<file path="src/rtl/sync_axis_gen.sv">
// One axis of a raster timing generator: position counter, ACT/FP/SP/BP phase FSM, sync pulse.
// Optional SYNC_AXIS_FRAME_CNT_EN adds an 8-bit period counter (frame_cnt).
module sync_axis_gen #(
  parameter int ACTIVE   = 480,
  parameter int FRONT    = 10,
  parameter int SYNC     = 2,
  parameter int BACK     = 33,
  parameter bit SYNC_POL = 1'b0,
  parameter int CW       = 10
) (
  input  logic          clk,
  input  logic          reset_n,
  input  logic          tick,
  input  logic          restart,
  output logic [CW-1:0] pos,
  output logic          sync_out,
  output logic          scan_on,
`ifdef SYNC_AXIS_FRAME_CNT_EN
  output logic [7:0]    frame_cnt,
`endif
  output logic          wrap
);

  localparam int TOTAL = ACTIVE + FRONT + SYNC + BACK;

  generate
    if (ACTIVE < 1 || FRONT < 1 || SYNC < 1 || BACK < 1) begin : g_bad_len
      $error("sync_axis_gen: every region length must be >= 1");
    end
    if (TOTAL > (1 << CW)) begin : g_bad_cw
      $error("sync_axis_gen: TOTAL does not fit in CW bits");
    end
  endgenerate

  // Last position of each region; the FSM leaves a region when pos sits on its last slot.
  localparam logic [CW-1:0] ACT_LAST = CW'(ACTIVE - 1);
  localparam logic [CW-1:0] FP_LAST  = CW'(ACTIVE + FRONT - 1);
  localparam logic [CW-1:0] SP_LAST  = CW'(ACTIVE + FRONT + SYNC - 1);
  localparam logic [CW-1:0] LAST     = CW'(TOTAL - 1);

  typedef enum logic [1:0] {ACT, FP, SP, BP} state_t;

  state_t        state, state_nxt;
  logic [CW-1:0] pos_nxt;
  logic          sync_nxt;
  logic          at_last;

  assign at_last = (pos == LAST);

  // State register (pos and sync_out move on the same edge as state)
  always_ff @(posedge clk or negedge reset_n) begin
    if (!reset_n) begin
      state    <= ACT;
      pos      <= '0;
      sync_out <= ~SYNC_POL;
    end else begin
      state    <= state_nxt;
      pos      <= pos_nxt;
      sync_out <= sync_nxt;
    end
  end

  // Next-state logic; restart overrides tick
  always_comb begin
    state_nxt = state;
    pos_nxt   = pos;
    if (restart) begin
      state_nxt = ACT;
      pos_nxt   = '0;
    end else if (tick) begin
      pos_nxt = at_last ? '0 : pos + CW'(1);
      unique case (state)
        ACT: if (pos == ACT_LAST) state_nxt = FP;
        FP:  if (pos == FP_LAST)  state_nxt = SP;
        SP:  if (pos == SP_LAST)  state_nxt = BP;
        BP:  if (at_last)         state_nxt = ACT;
        default:                  state_nxt = ACT;
      endcase
    end
  end

  // Outputs: sync is registered from the next state so it lines up with pos
  always_comb begin
    sync_nxt = (state_nxt == SP) ? SYNC_POL : ~SYNC_POL;
    scan_on  = (state == ACT);
    wrap     = tick && !restart && at_last;
  end

`ifdef SYNC_AXIS_FRAME_CNT_EN
  always_ff @(posedge clk or negedge reset_n) begin
    if (!reset_n)     frame_cnt <= '0;
    else if (restart) frame_cnt <= '0;
    else if (wrap)    frame_cnt <= frame_cnt + 8'd1;
  end
`endif

endmodule

</file>
<file path="config.mk">
export PLATFORM = sky130hd
export DESIGN_NAME = sync_axis_gen
export DESIGN_NICKNAME = d
export VERILOG_FILES = /design/src/rtl/sync_axis_gen.sv
export SDC_FILE = /design/constraint.sdc
export NUM_CORES = 1
export LEC_CHECK = 0
export CAP_MARGIN = 20
export CORE_ASPECT_RATIO = 1.2
export CORE_MARGIN = 4
export CORE_UTILIZATION = 35
export CTS_BUF_LIST = sky130_fd_sc_hd__clkbuf_16
export CTS_CLUSTER_DIAMETER = 200
export DETAILED_ROUTE_END_ITERATION = 10
export MAX_ROUTING_LAYER = met4
export SLEW_MARGIN = 20
export SYNTH_ARGS = -nofsm -noshare
export SYNTH_HDL_FRONTEND = slang
export SYNTH_SLANG_ARGS = --single-unit
</file>
<file path="constraint.sdc">
create_clock -name clk -period 1.9 [get_ports clk]
set_input_delay 0.475 -clock clk [delete_from_list [all_inputs] [get_ports clk]]
set_output_delay 0.475 -clock clk [all_outputs]
set_load 0.01 [all_outputs]
</file>
==> results by group, run 1 <==
Run status
  – Run status: finished, final reports clean

Setup path
  – Worst-path maximum fanout: 2
  – Kind of critical path: reg2out
  – Worst Path Arrival: ~1400 ps
  – RR Endpoint: sync_out$_DFF_PN1_
  – Critical Path RT: approximately 1400 ps
  – Reg2reg setup slack: about 70 ps
  – R2R Path Start: pos[4]$_DFFE_PN0P_
  – Reg2Reg Depth: 5
  – Crit end category: primary output
  – CP startpoint kind: flip-flop

Place
  – GPL Wtd Cong: 0.906
  – Port-buffer cells: 16
  – Worst slack at placement: -308 ps
  – Placed cell count: 159
  – DP HPWL: 1710 microns

Route
  – Routed len/inst: 15.1 microns
  – 1st-iter DRT viols: 25
  – First-pass DRT Iterations: 4
  – Post-DRT Antenna Nets: 0
  – Vias: 887
  – Final wirelength: 2540 microns
  – DR vias/cell: 5.25
  – Remaining DRCs: 0

Timing
  – F_max: about 530 MHz
  – Max Slew Vio Count: 0
  – Fin crit share: a little over nine tenths
  – Slew @ Worst Pin: around 360 ps
  – Setup violations, final: 0
  – RSZ-0062 raised after global routing: true
  – Worst-case clock skew: 2.96 ps
  – Relative slew slack: 76.3%
  – Final worst path period need: 1880 ps
  – Final setup margin: ~20 ps
  – Final count of hold timing violations: 0

Yosys
  – Yosys synthesis warning count: 0
  – Synthesized Nets: 95
  – Synth Register Bits: 13
  – Main synth FF type: dfrtp_1
  – Synth Cell Area: 817 sq um
  – Asr flop ratio synth: 100%
  – Syn avg cell area: 9.28 sq um
  – Number of flops mapped to enable cells by yosys: 0
  – Sequential area share after synthesis: 40.0%
  – Post-synth cell types: 35
  – Post-Synthesis Cells: 88

CTS
  – Worst skew pair latency: 240 ps
  – TritonCTS Buffers: 3
  – Root buffer cell: clkbuf_16
  – Clock Pin Slew Worst Setup and Hold Paths: 50 ps
  – CTS H-tree lvls: 1
  – CTS tree: built
  – Clk sinks: 13
  – Clock tree buffer depth: 2
  – Hold-fix buffers at CTS: 0

Final layout
  – P&R area growth vs syn: 71.7%
  – Fin cells: 169
  – Diode count: 0
  – Most common cell after layout, fill and taps aside: buf_4
  – Footprint of the multi-input gates: 544 sq um
  – Core Util, Final: 65.6%
  – Fillcell total: 179
  – Layout cells sized above 1: 34.5%
  – Seq. cell area: 327 sq um
  – Final Net Count: 147
  – Most frequent cells in the layout: buf_4, clkdlybuf4s50_1, nand2_1, dfrtp_1, nor2_1

Die
  – Initial Util: between 30% and 40%
  – I/O pin count: 17
  – Core Rows: 18
  – CORE AREA: roughly 2100 sq um
  – Die Span X: about 52 microns
  – DIE HEIGHT: 60.9 microns
  – Die area: 3170 sq um

Global route
  – First-pass GRT wire length: 3850 microns
  – Antenna violations before repair: 0
  – GRT Resource Usage Total: 17.0%
  – Vias in the first global route: 865
  – Largest net degree at the start of global routing: 14
  – Total grt overflow: 0

Min path
  – Hold Path Class: in2async

Flow run
  – Max-cap violations: 0

Pwr
  – Leak: 0.603 nW
  – Pwr/cell area: 569 nW/um^2
  – Peak VDD IR: approximately 0.5 mV
  – Overall power: 0.798 mW
[power by group]
part           switching [mW]  internal [mW]  total, mW
Sequential            0.00403          0.284      0.288
Combinational          0.0564         0.0599      0.116
Clock                   0.116          0.278      0.394
[worst max path at each step]
stage,startpoint,end,slack (ps),cells past startpoint
final,pos[6]$_DFFE_PN0P_,wrap,20,4
after global routing,pos[1]$_DFFE_PN0P_,wrap,-70,6
after CTS,pos[6]$_DFFE_PN0P_,wrap,-20,4
after detailed placement,restart,wrap,-310,4
after global placement,restart,wrap,-300,4
after floorplan,pos[0]$_DFFE_PN0P_,wrap,90,5
[routing by layer]
layer,global-route usage [%],part of all wire [%]
met4,7.87,1.9
met2,27.5,50
met5,-,0
met1,20.6,45
met3,2.95,3.3
[kinds of logic after synthesis]
logic type               synth area share [%]
flip-flops                               40.0
XOR/XNOR                                 2.14
AO/OA/AOI/OAI                            26.5
AND/OR/NAND/NOR                          25.0
buffers and inverters                    1.84
adder cells (fa/ha/maj)                  4.59
[metrics by stage]
stage / instance area [sq um] / setup TNS (ps) / hold slack, ps
3_3_place_gp: 1210 / -404 / 608
3_5_place_dp: 1210 / -512 / 618
5_1_grt: 1400 / -86.3 / 567
4_1_cts: 1310 / -22.6 / 545
2_1_floorplan: 822 / 0 / 179
6_report: 1400 / 0 / 537
[sequential cells by signal, indices dropped and copies added, names as in the netlist]
| signal | cells |
|---|---|
| pos | 10 |
| state | 2 |
| sync_out | 1 |
[critical path, stage by stage (launching register included)]
cell	delay (ps)
dfrtp_1	380
or3_4	410
nor3_4	130
and2_4	160
buf_6	90
[layout make-up]
type / count / area share, %
multi-input combinational: 71 / 38.8
tap: 30 / 2.68
clock buffer: 3 / 5.35
timing repair buffer: 47 / 28.5
clock inverter: 1 / 0.268
sequential: 13 / 23.3
inverter: 4 / 1.07
[cells in the mapped netlist (2+ instances only)]
cell,n,area (sq um)
nand2_1,13,48.8
dfrtp_1,12,300
nor2_1,6,22.5
a22o_1,4,35.0
inv_1,4,15.0
nand3_1,4,20.0
o21ai_0,4,20.0
a21o_1,3,22.5
ha_1,3,37.5
nor3_1,3,15.0
o22ai_1,3,18.8
or3_1,3,18.8
a21oi_1,2,10.0
nand4_1,2,12.5
nor4_1,2,12.5
[repair_timing]
action / 4_1_cts / 5_1_grt
buffers inserted: 1 / 5
setup endpoints to repair: 7 / 7
resized for setup: 7 / 12
gates cloned: 0 / 0
pin swaps: 6 / 9
Note: power is estimated with default switching activity, not from simulation.
==> run 2, diff against run 1 <==
--- a/config.mk
+++ b/config.mk
@@ -8,11 +8,12 @@
 export CAP_MARGIN = 20
 export CORE_ASPECT_RATIO = 1.2
 export CORE_MARGIN = 4
-export CORE_UTILIZATION = 35
+export CORE_UTILIZATION = 49
 export CTS_BUF_LIST = sky130_fd_sc_hd__clkbuf_16
 export CTS_CLUSTER_DIAMETER = 200
 export DETAILED_ROUTE_END_ITERATION = 10
 export MAX_ROUTING_LAYER = met4
+export PLACE_DENSITY = 0.77
 export SLEW_MARGIN = 20
 export SYNTH_ARGS = -nofsm -noshare
 export SYNTH_HDL_FRONTEND = slang
==> results by group, run 2 (synthesis results as in run 1) <==
Run status
  – Run status: finished, violations left
  – Failing checks: setup timing

Timing
  – Max Slew Vio Count: 0 (unchanged)
  – Worst-case clock skew: 2.12 ps (-0.836 ps)
  – Setup violations, final: 2 (+2)
  – Relative slew slack: 75.1% (-1.2 points)
  – Fin crit share: 101% (+2.5 points)
  – Final count of hold timing violations: 0 (unchanged)
  – RSZ-0062 raised after global routing: true
  – Final setup margin: -27.3 ps (-47.3 ps)
  – Slew @ Worst Pin: 373 ps (+18.3 ps)
  – F_max: 519 MHz (-2.5%)
  – Final worst path period need: 1930 ps (+47.3 ps)

Final layout
  – Top reg by flops: pos
  – Diode count: 0 (unchanged)
  – Final Cell Area: 1380 sq um (-2.0%)
  – P&R area growth vs syn: 68.3%
  – Top Registers: pos x10, state x2, sync_out x1
  – Fin cells: 155 (-8.3%)
  – Fillcell total: 64 (-64%)
  – Most common cell after layout, fill and taps aside: buf_4
  – Max reg flops: 10 (unchanged)
  – Most frequent cells in the layout: buf_4, clkdlybuf4s50_1, nand2_1, dfrtp_1, nor2_1
  – Final Net Count: 146 (-0.68%)
  – Layout cells sized above 1: 34.8% (+0.25 points)

Route
  – Vias: 940 (+6.0%)
  – Remaining DRCs: 0 (unchanged)
  – Final wirelength: 2950 microns (+16%)
  – Post-DRT Antenna Nets: 0 (unchanged)
  – 1st-iter DRT viols: 40 (+60%)
  – Routed len/inst: 19.0 microns (+26%)
  – First-pass DRT Iterations: 4 (unchanged)
  – DR vias/cell: 6.06 (+16%)

Global route
  – Antenna violations before repair: 0 (unchanged)
  – GRT Resource Usage Total: 27.7% (+11 points)
  – Largest net degree at the start of global routing: 14 (unchanged)
  – Vias in the first global route: 976 (+13%)
  – First-pass GRT wire length: 4560 microns (+18%)
  – Total grt overflow: 0 (unchanged)

Die
  – DIE HEIGHT: 52.7 microns (-13%)
  – Die Span X: 45.3 microns (-13%)
  – CORE AREA: 1500 sq um (-30%)
  – Initial Util: 54.4% (+16 points)
  – Core Rows: 15 (-3)
  – I/O pin count: 17 (unchanged)
  – Die area: 2390 sq um (-25%)

Place
  – DP HPWL: 1730 microns (+1.6%)
  – Placed cell count: 145 (-8.8%)
  – Port-buffer cells: 16 (unchanged)
  – Post-DP Area: 1180 sq um (-2.0%)
  – GPL Wtd Cong: 0.920 (+1.5%)

Setup path
  – Worst Path Arrival: 1450 ps (+40 ps)
  – Crit end category: primary output
  – Critical Path RT: 1420 ps (about the same)
  – Crit-path slowest cell: clkdlybuf4s50_1
  – CP max stage delay: 480 ps (+70 ps)
  – Kind of critical path: in2out
  – Worst-path maximum fanout: 2 (unchanged)
  – R2R Path Start: pos[4]$_DFFE_PN0P_
  – Reg2Reg Depth: 6 (+1)
  – Cells along the critical path: clkdlybuf4s50_1 -> and2b_1 -> and2_1 -> buf_2
  – Critical path origin: restart
  – CP startpoint kind: input port

Flow run
  – Max-cap violations: 0 (unchanged)

CTS
  – CTS tree: built
  – CTS H-tree lvls: 1 (unchanged)
  – Clk sinks: 13 (unchanged)
  – Root buffer cell: clkbuf_16
  – Worst skew pair latency: 240 ps (about the same)
  – TritonCTS Buffers: 3 (unchanged)
  – Clock Pin Slew Worst Setup and Hold Paths: 50 ps (about the same)
  – Hold-fix buffers at CTS: 0 (unchanged)
  – Clock tree buffer depth: 2 (unchanged)

Pwr
  – Pwr/cell area: 582 nW/um^2 (+2.2%)
  – Leak: 0.593 nW (-1.7%)
  – Peak VDD IR: 0.592 mV (+18%)
  – Overall power: 0.800 mW (+0.24%)

Min path
  – Hold Path Class: in2async
-- run 2: cell types whose count changed in the layout (fill, tap and decap cells not counted), sizes merged --
cell and delta:
buf -1
-- run 2: worst max-delay path, delay by kind of cell --
family	cells	cell delay [ps]
buf+inv	2	610
simple gates	2	360
-- run 2: routing by layer --
metal / part of all wire [%] / GRT usage [%]
met5: 0 / -
met4: 1.4 / 12.2
met3: 3.8 / 3.44
met2: 51 / 47.2
met1: 44 / 31.8
-- run 2: timing repair --
action                     4_1_cts  5_1_grt
setup endpoints to repair        7        9
buffers inserted                 3        3
hold endpoints to repair         0        0
pin swaps                        5        6
gates resized for setup          8       11
-- run 2: area by class of cell --
type | count | area [sq um] | share of cell area [%]
Clock buffer | 3 | 75.1 | 5.46
Timing Repair Buffer | 46 | 387 | 28.1
Clock inverter | 1 | 3.75 | 0.273
Inverter | 4 | 15.0 | 1.09
Sequential cell | 13 | 328 | 23.8
Multi-Input combinational cell | 71 | 546 | 39.7
Tap cell | 17 | 21.3 | 1.55
-- run 2: stage by stage --
| step | hold WS, ps | TNS, ps | utilization, % | setup slack, ps |
|---|---|---|---|---|
| 2_1_floorplan | 179 | 0 | - | 91.8 |
| 3_5_place_dp | 607 | -779 | 78.8 | -359 |
| 4_1_cts | 556 | -26.7 | 86.6 | -26.7 |
| 3_3_place_gp | 594 | -545 | 78.8 | -334 |
| 5_1_grt | 576 | -68.4 | 91.6 | -64.9 |
| 6_report | 554 | -40.0 | 91.6 | -27.3 |
-- run 2: path summary, 6_finish.rpt --
| check | to | slack (ps) |
|---|---|---|
| setup / recovery | wrap | -30 |
| hold / removal | pos[0]$_DFFE_PN0P_ | 550 |
| setup reg to reg | state[0]$_DFF_PN0_ | -10 |
| hold reg to reg | pos[0]$_DFFE_PN0P_ | 630 |
| max in group asynchronous | sync_out$_DFF_PN1_ | 1110 |
| min in group clk | pos[0]$_DFFE_PN0P_ | 630 |
-- run 2: power by group --
| part | switching (mW) | total (mW) | internal (mW) |
|---|---|---|---|
| clock | 0.117 | 0.394 | 0.278 |
| sequential | 0.00434 | 0.288 | 0.284 |
| combinational | 0.0599 | 0.118 | 0.0577 |
| total | 0.181 | 0.800 | 0.619 |
